[config.mk]
export PLATFORM = sky130hd
export DESIGN_NAME = idu_alu_decode
export DESIGN_NICKNAME = d
export VERILOG_FILES = /design/src/rtl/idu_alu_decode_pkg.sv /design/src/rtl/idu_alu_decode_imm_gen.sv /design/src/rtl/idu_alu_decode.sv
export SDC_FILE = /design/constraint.sdc
export NUM_CORES = 1
export LEC_CHECK = 0
export BUFFER_PORTS_ARGS = -buffer_cell sky130_fd_sc_hd__buf_4
export CAP_MARGIN = 10
export CORE_UTILIZATION = 35
export CTS_CLUSTER_DIAMETER = 200
export DETAILED_ROUTE_END_ITERATION = 7
export GPL_TIMING_DRIVEN = 1
export PLACE_DENSITY = 0.68
export SLEW_MARGIN = 20
export SYNTH_ARGS = -nofsm -noshare
export SYNTH_HDL_FRONTEND = slang
export SYNTH_SLANG_ARGS = --single-unit
[constraint.sdc]
create_clock -name clock -period 13.3 [get_ports clock]
set_input_delay 1.33 -clock clock [delete_from_list [all_inputs] [get_ports clock]]
set_output_delay 1.33 -clock clock [all_outputs]
set_load 0.01 [all_outputs]
[src/rtl/idu_alu_decode_pkg.sv]
// rtl/idu_alu_decode_pkg.sv - shared opcodes, ALU op codes and immediate formats
package idu_alu_decode_pkg;

  localparam logic [6:0] OPC_OP     = 7'b0110011;
  localparam logic [6:0] OPC_OP_IMM = 7'b0010011;
  localparam logic [6:0] OPC_LUI    = 7'b0110111;
  localparam logic [6:0] OPC_AUIPC  = 7'b0010111;
  localparam logic [6:0] OPC_JAL    = 7'b1101111;
  localparam logic [6:0] OPC_JALR   = 7'b1100111;
  localparam logic [6:0] OPC_BRANCH = 7'b1100011;

  // Shared with the ALU; branch codes are {1'b1, funct3}.
  typedef enum logic [3:0] {
    ALU_ADD  = 4'b0000,
    ALU_SLL  = 4'b0001,
    ALU_SLT  = 4'b0010,
    ALU_SLTU = 4'b0011,
    ALU_XOR  = 4'b0100,
    ALU_SR   = 4'b0101,
    ALU_OR   = 4'b0110,
    ALU_AND  = 4'b0111,
    ALU_BEQ  = 4'b1000,
    ALU_BNE  = 4'b1001,
    ALU_BLT  = 4'b1100,
    ALU_BGE  = 4'b1101,
    ALU_BLTU = 4'b1110,
    ALU_BGEU = 4'b1111
  } alu_t_e;

  typedef enum logic [2:0] {IMM_I, IMM_S, IMM_B, IMM_U, IMM_J} imm_fmt_e;

endpackage

[src/rtl/idu_alu_decode_imm_gen.sv]
// rtl/idu_alu_decode_imm_gen.sv - RV32I immediate extraction, sign-extended to XLEN
module idu_alu_decode_imm_gen
  import idu_alu_decode_pkg::*;
#(
  parameter int XLEN = 32
) (
  input  logic [31:7]     inst,
  input  imm_fmt_e        fmt,
  output logic [XLEN-1:0] imm
);

  logic [31:0] raw;

  always_comb begin
    raw = '0;
    case (fmt)
      IMM_I:   raw = {{20{inst[31]}}, inst[31:20]};
      IMM_S:   raw = {{20{inst[31]}}, inst[31:25], inst[11:7]};
      IMM_B:   raw = {{19{inst[31]}}, inst[31], inst[7], inst[30:25], inst[11:8], 1'b0};
      IMM_U:   raw = {inst[31:12], 12'b0};
      IMM_J:   raw = {{11{inst[31]}}, inst[31], inst[19:12], inst[20], inst[30:21], 1'b0};
      default: raw = '0;
    endcase
  end

  // Signed cast so the size cast replicates inst[31] when XLEN > 32.
  assign imm = XLEN'($signed(raw));

endmodule

[src/rtl/idu_alu_decode.sv]
// rtl/idu_alu_decode.sv - RV32I decode into the ALU operand/control bundle,
// registered in a single valid/ready output slot with flush.
module idu_alu_decode
  import idu_alu_decode_pkg::*;
#(
  parameter int              XLEN         = 32,
  parameter logic [XLEN-1:0] RESET_PC_OUT = '0
) (
  input  logic            clock,
  input  logic            reset,
  input  logic            i_flush,
  input  logic            i_valid,
  output logic            o_ready,
  input  logic [31:0]     i_inst,
  input  logic [XLEN-1:0] i_pc,
  output logic [4:0]      o_rs1_addr,
  output logic [4:0]      o_rs2_addr,
  input  logic [XLEN-1:0] i_rs1_data,
  input  logic [XLEN-1:0] i_rs2_data,
  output logic            o_valid,
  input  logic            i_ready,
  output logic [XLEN-1:0] o_a,
  output logic [XLEN-1:0] o_b,
  output logic            o_sub,
  output logic            o_sign,
  output logic [3:0]      o_alu_t,
  output logic            o_alu_sra,
  output logic [XLEN-1:0] o_imm,
  output logic [XLEN-1:0] o_pc,
  output logic [4:0]      o_rd,
  output logic            o_wen,
  output logic            o_is_branch,
  output logic            o_is_jal,
  output logic            o_is_jalr,
  output logic            o_illegal
);

  logic [6:0] opcode;
  logic [2:0] funct3;
  logic [6:0] funct7;
  logic [4:0] rd;

  assign opcode     = i_inst[6:0];
  assign rd         = i_inst[11:7];
  assign funct3     = i_inst[14:12];
  assign funct7     = i_inst[31:25];
  assign o_rs1_addr = i_inst[19:15];
  assign o_rs2_addr = i_inst[24:20];

  imm_fmt_e        fmt;
  logic [XLEN-1:0] imm_val;

  // Format depends on opcode alone, keeping imm_gen outside the decode block.
  always_comb begin
    fmt = IMM_I;
    case (opcode)
      OPC_LUI, OPC_AUIPC: fmt = IMM_U;
      OPC_JAL:            fmt = IMM_J;
      OPC_BRANCH:         fmt = IMM_B;
      default:            fmt = IMM_I;
    endcase
  end

  idu_alu_decode_imm_gen #(.XLEN(XLEN)) u_imm_gen (
    .inst (i_inst[31:7]),
    .fmt  (fmt),
    .imm  (imm_val)
  );

  logic [XLEN-1:0] d_a, d_b, d_imm;
  logic [3:0]      d_alu_t;
  logic            d_sub, d_sign, d_sra, d_writes, d_use_imm;
  logic            d_br, d_jal, d_jalr, d_ill;
  logic            is_shift;

  assign is_shift = (funct3 == 3'b001) || (funct3 == 3'b101);

  always_comb begin
    d_a       = '0;
    d_b       = '0;
    d_alu_t   = ALU_ADD;
    d_sub     = 1'b0;
    d_sign    = 1'b0;
    d_sra     = 1'b0;
    d_writes  = 1'b0;
    d_use_imm = 1'b0;
    d_br      = 1'b0;
    d_jal     = 1'b0;
    d_jalr    = 1'b0;
    d_ill     = 1'b0;
    case (opcode)
      OPC_OP: begin
        if (funct7 == 7'b0000000 ||
            (funct7 == 7'b0100000 && (funct3 == 3'b000 || funct3 == 3'b101))) begin
          d_a      = i_rs1_data;
          d_b      = i_rs2_data;
          d_alu_t  = {1'b0, funct3};
          d_sub    = (funct3 == 3'b000) ? funct7[5] : (funct3[2:1] == 2'b01);
          d_sign   = (funct3 == 3'b010);
          d_sra    = (funct3 == 3'b101) && funct7[5];
          d_writes = 1'b1;
        end else begin
          d_ill = 1'b1;
        end
      end
      OPC_OP_IMM: begin
        if ((funct3 == 3'b001 && funct7 != 7'b0000000) ||
            (funct3 == 3'b101 && funct7 != 7'b0000000 && funct7 != 7'b0100000)) begin
          d_ill = 1'b1;
        end else begin
          d_a       = i_rs1_data;
          d_b       = is_shift ? XLEN'(i_inst[24:20]) : imm_val;
          d_alu_t   = {1'b0, funct3};
          d_sub     = (funct3[2:1] == 2'b01);
          d_sign    = (funct3 == 3'b010);
          d_sra     = (funct3 == 3'b101) && i_inst[30];
          d_writes  = 1'b1;
          d_use_imm = 1'b1;
        end
      end
      OPC_LUI: begin
        d_b       = imm_val;
        d_writes  = 1'b1;
        d_use_imm = 1'b1;
      end
      OPC_AUIPC: begin
        d_a       = i_pc;
        d_b       = imm_val;
        d_writes  = 1'b1;
        d_use_imm = 1'b1;
      end
      OPC_JAL: begin
        d_a       = i_pc;
        d_b       = XLEN'(4);
        d_writes  = 1'b1;
        d_use_imm = 1'b1;
        d_jal     = 1'b1;
      end
      OPC_JALR: begin
        if (funct3 == 3'b000) begin
          d_a       = i_pc;
          d_b       = XLEN'(4);
          d_writes  = 1'b1;
          d_use_imm = 1'b1;
          d_jalr    = 1'b1;
        end else begin
          d_ill = 1'b1;
        end
      end
      OPC_BRANCH: begin
        if (funct3[2:1] == 2'b01) begin
          d_ill = 1'b1;
        end else begin
          d_a       = i_rs1_data;
          d_b       = i_rs2_data;
          d_alu_t   = {1'b1, funct3};
          d_sub     = 1'b1;
          d_sign    = (funct3[2:1] == 2'b10);
          d_use_imm = 1'b1;
          d_br      = 1'b1;
        end
      end
      default: d_ill = 1'b1;
    endcase
  end

  assign d_imm   = d_use_imm ? imm_val : '0;
  assign o_ready = ~i_flush & (~o_valid | i_ready);

  logic capture;
  assign capture = i_valid & o_ready;

  always_ff @(posedge clock or posedge reset) begin
    if (reset) begin
      o_valid     <= 1'b0;
      o_a         <= '0;
      o_b         <= '0;
      o_sub       <= 1'b0;
      o_sign      <= 1'b0;
      o_alu_t     <= ALU_ADD;
      o_alu_sra   <= 1'b0;
      o_imm       <= '0;
      o_pc        <= RESET_PC_OUT;
      o_rd        <= '0;
      o_wen       <= 1'b0;
      o_is_branch <= 1'b0;
      o_is_jal    <= 1'b0;
      o_is_jalr   <= 1'b0;
      o_illegal   <= 1'b0;
    end else if (i_flush) begin
      o_valid <= 1'b0;
    end else if (capture) begin
      o_valid     <= 1'b1;
      o_a         <= d_a;
      o_b         <= d_b;
      o_sub       <= d_sub;
      o_sign      <= d_sign;
      o_alu_t     <= d_alu_t;
      o_alu_sra   <= d_sra;
      o_imm       <= d_imm;
      o_pc        <= i_pc;
      o_rd        <= rd;
      o_wen       <= d_writes && (rd != 5'd0);
      o_is_branch <= d_br;
      o_is_jal    <= d_jal;
      o_is_jalr   <= d_jalr;
      o_illegal   <= d_ill;
    end else if (i_ready) begin
      o_valid <= 1'b0;
    end
  end

endmodule

==> results.py <==
metrics = {
    "status": {
        "status": "complete, no violations",
    },
    "drt": {
        "ant_nets": 0,
        "first_pass_iters": 5,
        "routed_via_density": 5.380,
        "route.vias.total": 6284,
        "wl_per_cell_um": 19.63,
        "drtIter0Drc": 396,
        "post-route-drc-count": 0,
        "wl_um": 22930,
    },
    "setup_path": {
        "crit_chain": "buf_4, nor3b_1, and2_0, nor2_1, a21oi_1, o221ai_1",
        "cp_max_fo": 15,
        "crit_family": "simple AND/OR/NAND/NOR gates",
        "timing.setup.critical_path_class": "input pin to flip-flop",
        "critPathLaunchType": "input pin",
        "cp-end-kind": "flip-flop",
        "slowest_stage": "and2_0",
        "arrival_ns": 3.84,
        "worstPathRequired_ns": 13.55,
        "path_buf_inv": 1,
        "critical-path-max-stage-delay_ns": 0.86,
    },
    "synth": {
        "muxShareOfSynthArea_pct": 0.1515,
        "yosys_register_bits": 145,
        "synth_compound_gate_area_share_pct": 20.19,
        "postSynthCellCount": 672,
        "yosysWarnings": 0,
        "synth_xor_area_share_pct": 0.1326,
        "synth.cell_area_mm2": 0.006606,
        "syn-mean-instance-area_um2": 9.831,
        "yosysSeqAreaShare_pct": 54.92,
        "synth-main-ff-cell": "dfrtp_1",
        "ys_async_sr_fraction_pct": 100.0,
        "yosysUniqueCellTypes": 55,
        "synth-edff-count": 0,
        "synth_top_family_by_area": "compound AO/OA/AOI/OAI gates",
        "synthAdderAreaFrac_pct": 0,
        "synth-simple-area-share_pct": 18.79,
        "synth_nets": 805,
    },
    "global_routing": {
        "grt_pass1_wl_um": 35730,
        "grt_pass1_vias": 6355,
        "grt_usage_pct": 23.91,
        "grt_max_degree": 100,
        "grt_antenna_before_repair": 0,
        "grt-ovfl-total": 0,
    },
    "timing": {
        "worst_slack_ns": 9.711,
        "drv_slew": 0,
        "setup_tns_ns": 0,
        "setup_viol": 0,
        "finalCriticalPeriod_ns": 3.589,
        "period_share_pct": 26.99,
        "fmax_mhz": 278.6,
        "hold_viol_final": 0,
        "slew_headroom_pct": 24.82,
        "tightest_slew_ns": 1.128,
        "clock_skew_ns": 0.008659,
        "rsz0062_at_grt": "no",
    },
    "finish": {
        "area_delta_synth_final_pct": 43.16,
        "finalInstanceArea_mm2": 0.009458,
        "final_cell_mix": "294 x buf_4, 171 x nand2_1, 145 x dfrtp_1",
        "layout-drive-gt1-share_pct": 35.78,
        "finalNetCount": 1059,
        "final_common_cell": "buf_4",
        "antenna_cells": 0,
    },
    "min_path": {
        "worstHoldPathType": "flip-flop to flip-flop",
    },
    "clock_network": {
        "cts_hold_buf": 0,
        "path_clk_slew_ns": 0.07,
        "cts_made_buffers": 17,
        "cts_setup_buffers": 0,
        "root_buffer": "clkbuf_16",
        "clockBufferDepth": 2,
        "tritoncts": "yes",
        "cts_sinks": 145,
        "htree_levels": 4,
        "ctsResizeCount": 0,
        "clk_latency_ns": 0.41,
    },
    "floorplanning": {
        "die_w_um": 139.4,
        "floorplan.initialDensity_pct": 36.28,
        "coreArea_mm2": 0.01821,
        "dieArea_mm2": 0.01943,
        "dieHeight_um": 139.4,
        "row_count": 49,
        "ioPinCount": 290,
    },
    "power_and_ir_drop": {
        "p_per_area_mw_per_mm2": 115.4,
        "p_leak_uw": 0.004878,
        "ir_drop_v": 0.00008220,
    },
    "flow_run": {
        "drv_cap": 0,
    },
    "place": {
        "dp_hpwl_um": 15960,
        "dpl_cell_area_mm2": 0.008867,
        "dp_slack_ns": 9.347,
        "numPortBuffers": 289,
        "place.gp.congestion": 0.8936,
    },
}
-- Yosys cell counts, types with 2 or more instances --
cell | n | area (um2)
nor4b_1 | 2 | 17.52
o21ai_1 | 20 | 100.1
nor2_1 | 17 | 63.81
nor3_1 | 3 | 15.01
dfrtp_1 | 145 | 3628
inv_1 | 26 | 97.59
nor4_1 | 2 | 12.51
nand3_1 | 5 | 25.02
and3_1 | 4 | 25.02
a32o_1 | 10 | 100.1
a221o_1 | 43 | 430.4
o221ai_1 | 22 | 192.7
a21oi_1 | 18 | 90.09
buf_6 | 3 | 33.78
a21o_1 | 2 | 15.01
buf_1 | 2 | 7.510
buf_4 | 11 | 82.58
o31a_1 | 2 | 17.52
a32oi_1 | 3 | 26.28
a22o_1 | 8 | 70.07
o211ai_1 | 2 | 15.01
a31oi_1 | 11 | 68.82
nor2b_1 | 4 | 25.02
clkbuf_1 | 42 | 157.7
o31ai_1 | 4 | 30.03
nand2_1 | 171 | 641.9
a21boi_0 | 2 | 15.01
o22ai_1 | 2 | 12.51
nand4_1 | 2 | 12.51
or3_1 | 4 | 25.02
o41a_1 | 2 | 22.52
nand3b_1 | 3 | 22.52
nand2b_1 | 4 | 25.02
o21ai_0 | 11 | 55.05
and2_1 | 40 | 250.2
-- state kept, by name, summed over array words and instances (netlist names), 4 cells and up --
| name | cells |
|---|---|
| o_a | 32 |
| o_alu_t | 4 |
| o_b | 32 |
| o_imm | 32 |
| o_pc | 32 |
| o_rd | 5 |
-- power breakdown --
part / switching [uW] / internal [uW] / leakage (uW) / total (uW)
Clock: 194 / 288 / 0.000276 / 482
Sequential: 9.96 / 459 / 0.00196 / 469
Combinational: 76.2 / 63.6 / 0.00264 / 140
Total: 280 / 811 / 0.00488 / 1090
-- area by class of cell --
class                   instances  area, um2
clock buffers                  21      460.4
clock inverters                11      130.1
fillers                      1697       8751
inverters                      26      102.6
multi-input cells             442       2643
flip-flops and latches        145       3628
well taps                     229      286.5
repair buffers                294       2207
-- routing by layer --
metal,GRT usage [%],vias up,wire length (um)
met5,0,-,0
li1,-,2897,-
met1,29.85,3013,9380
met3,7.639,39,2186
met4,9.123,0,524
met2,38.56,335,10830
-- kinds of logic after synthesis --
family / after synthesis
DFF: 145
AOI/OAI and AO/OA: 169
buffers and inverters: 85
and+or+nand+nor: 271
muxes: 1
xor gates and xnor gates: 1
-- worst paths after layout --
| kind | slack [ns] | cells past startpoint | from | end |
|---|---|---|---|---|
| hold / removal | 0.47 | 2 | o_alu_t[2] | o_alu_t[2] |
| setup / recovery | 9.71 | 6 | i_inst[3] | o_b[29] |
| hold reg to reg | 0.47 | 2 | o_alu_t[2] | o_alu_t[2] |
| setup reg to reg | 10.60 | 5 | o_valid | o_imm[10] |
| max in group asynchronous | 10.85 | 3 | reset | o_pc[1] |
| min in group asynchronous | 1.01 | 2 | reset | o_alu_t[2] |
-- stage by stage --
step	cells	hold slack (ns)	utilization [%]	total power (uW)
after global placement	1136	0.4563	48.70	616.7
after detailed placement	1136	0.4621	48.70	618.3
after floorplan	672	0.5070	-	533.4
after CTS	1168	0.4766	51.94	1101
final	1168	0.4713	51.94	1091
after global routing	1168	0.4894	51.94	1138
-- worst register-to-register path, stage by stage (launching register included) --
cell and delay (ns):
dfrtp_1 0.40, nand2b_1 0.14, nand3_4 0.50, a31oi_1 0.71
o31a_1 0.63, a32o_1 0.26
Power figures use the tool's default switching activity.
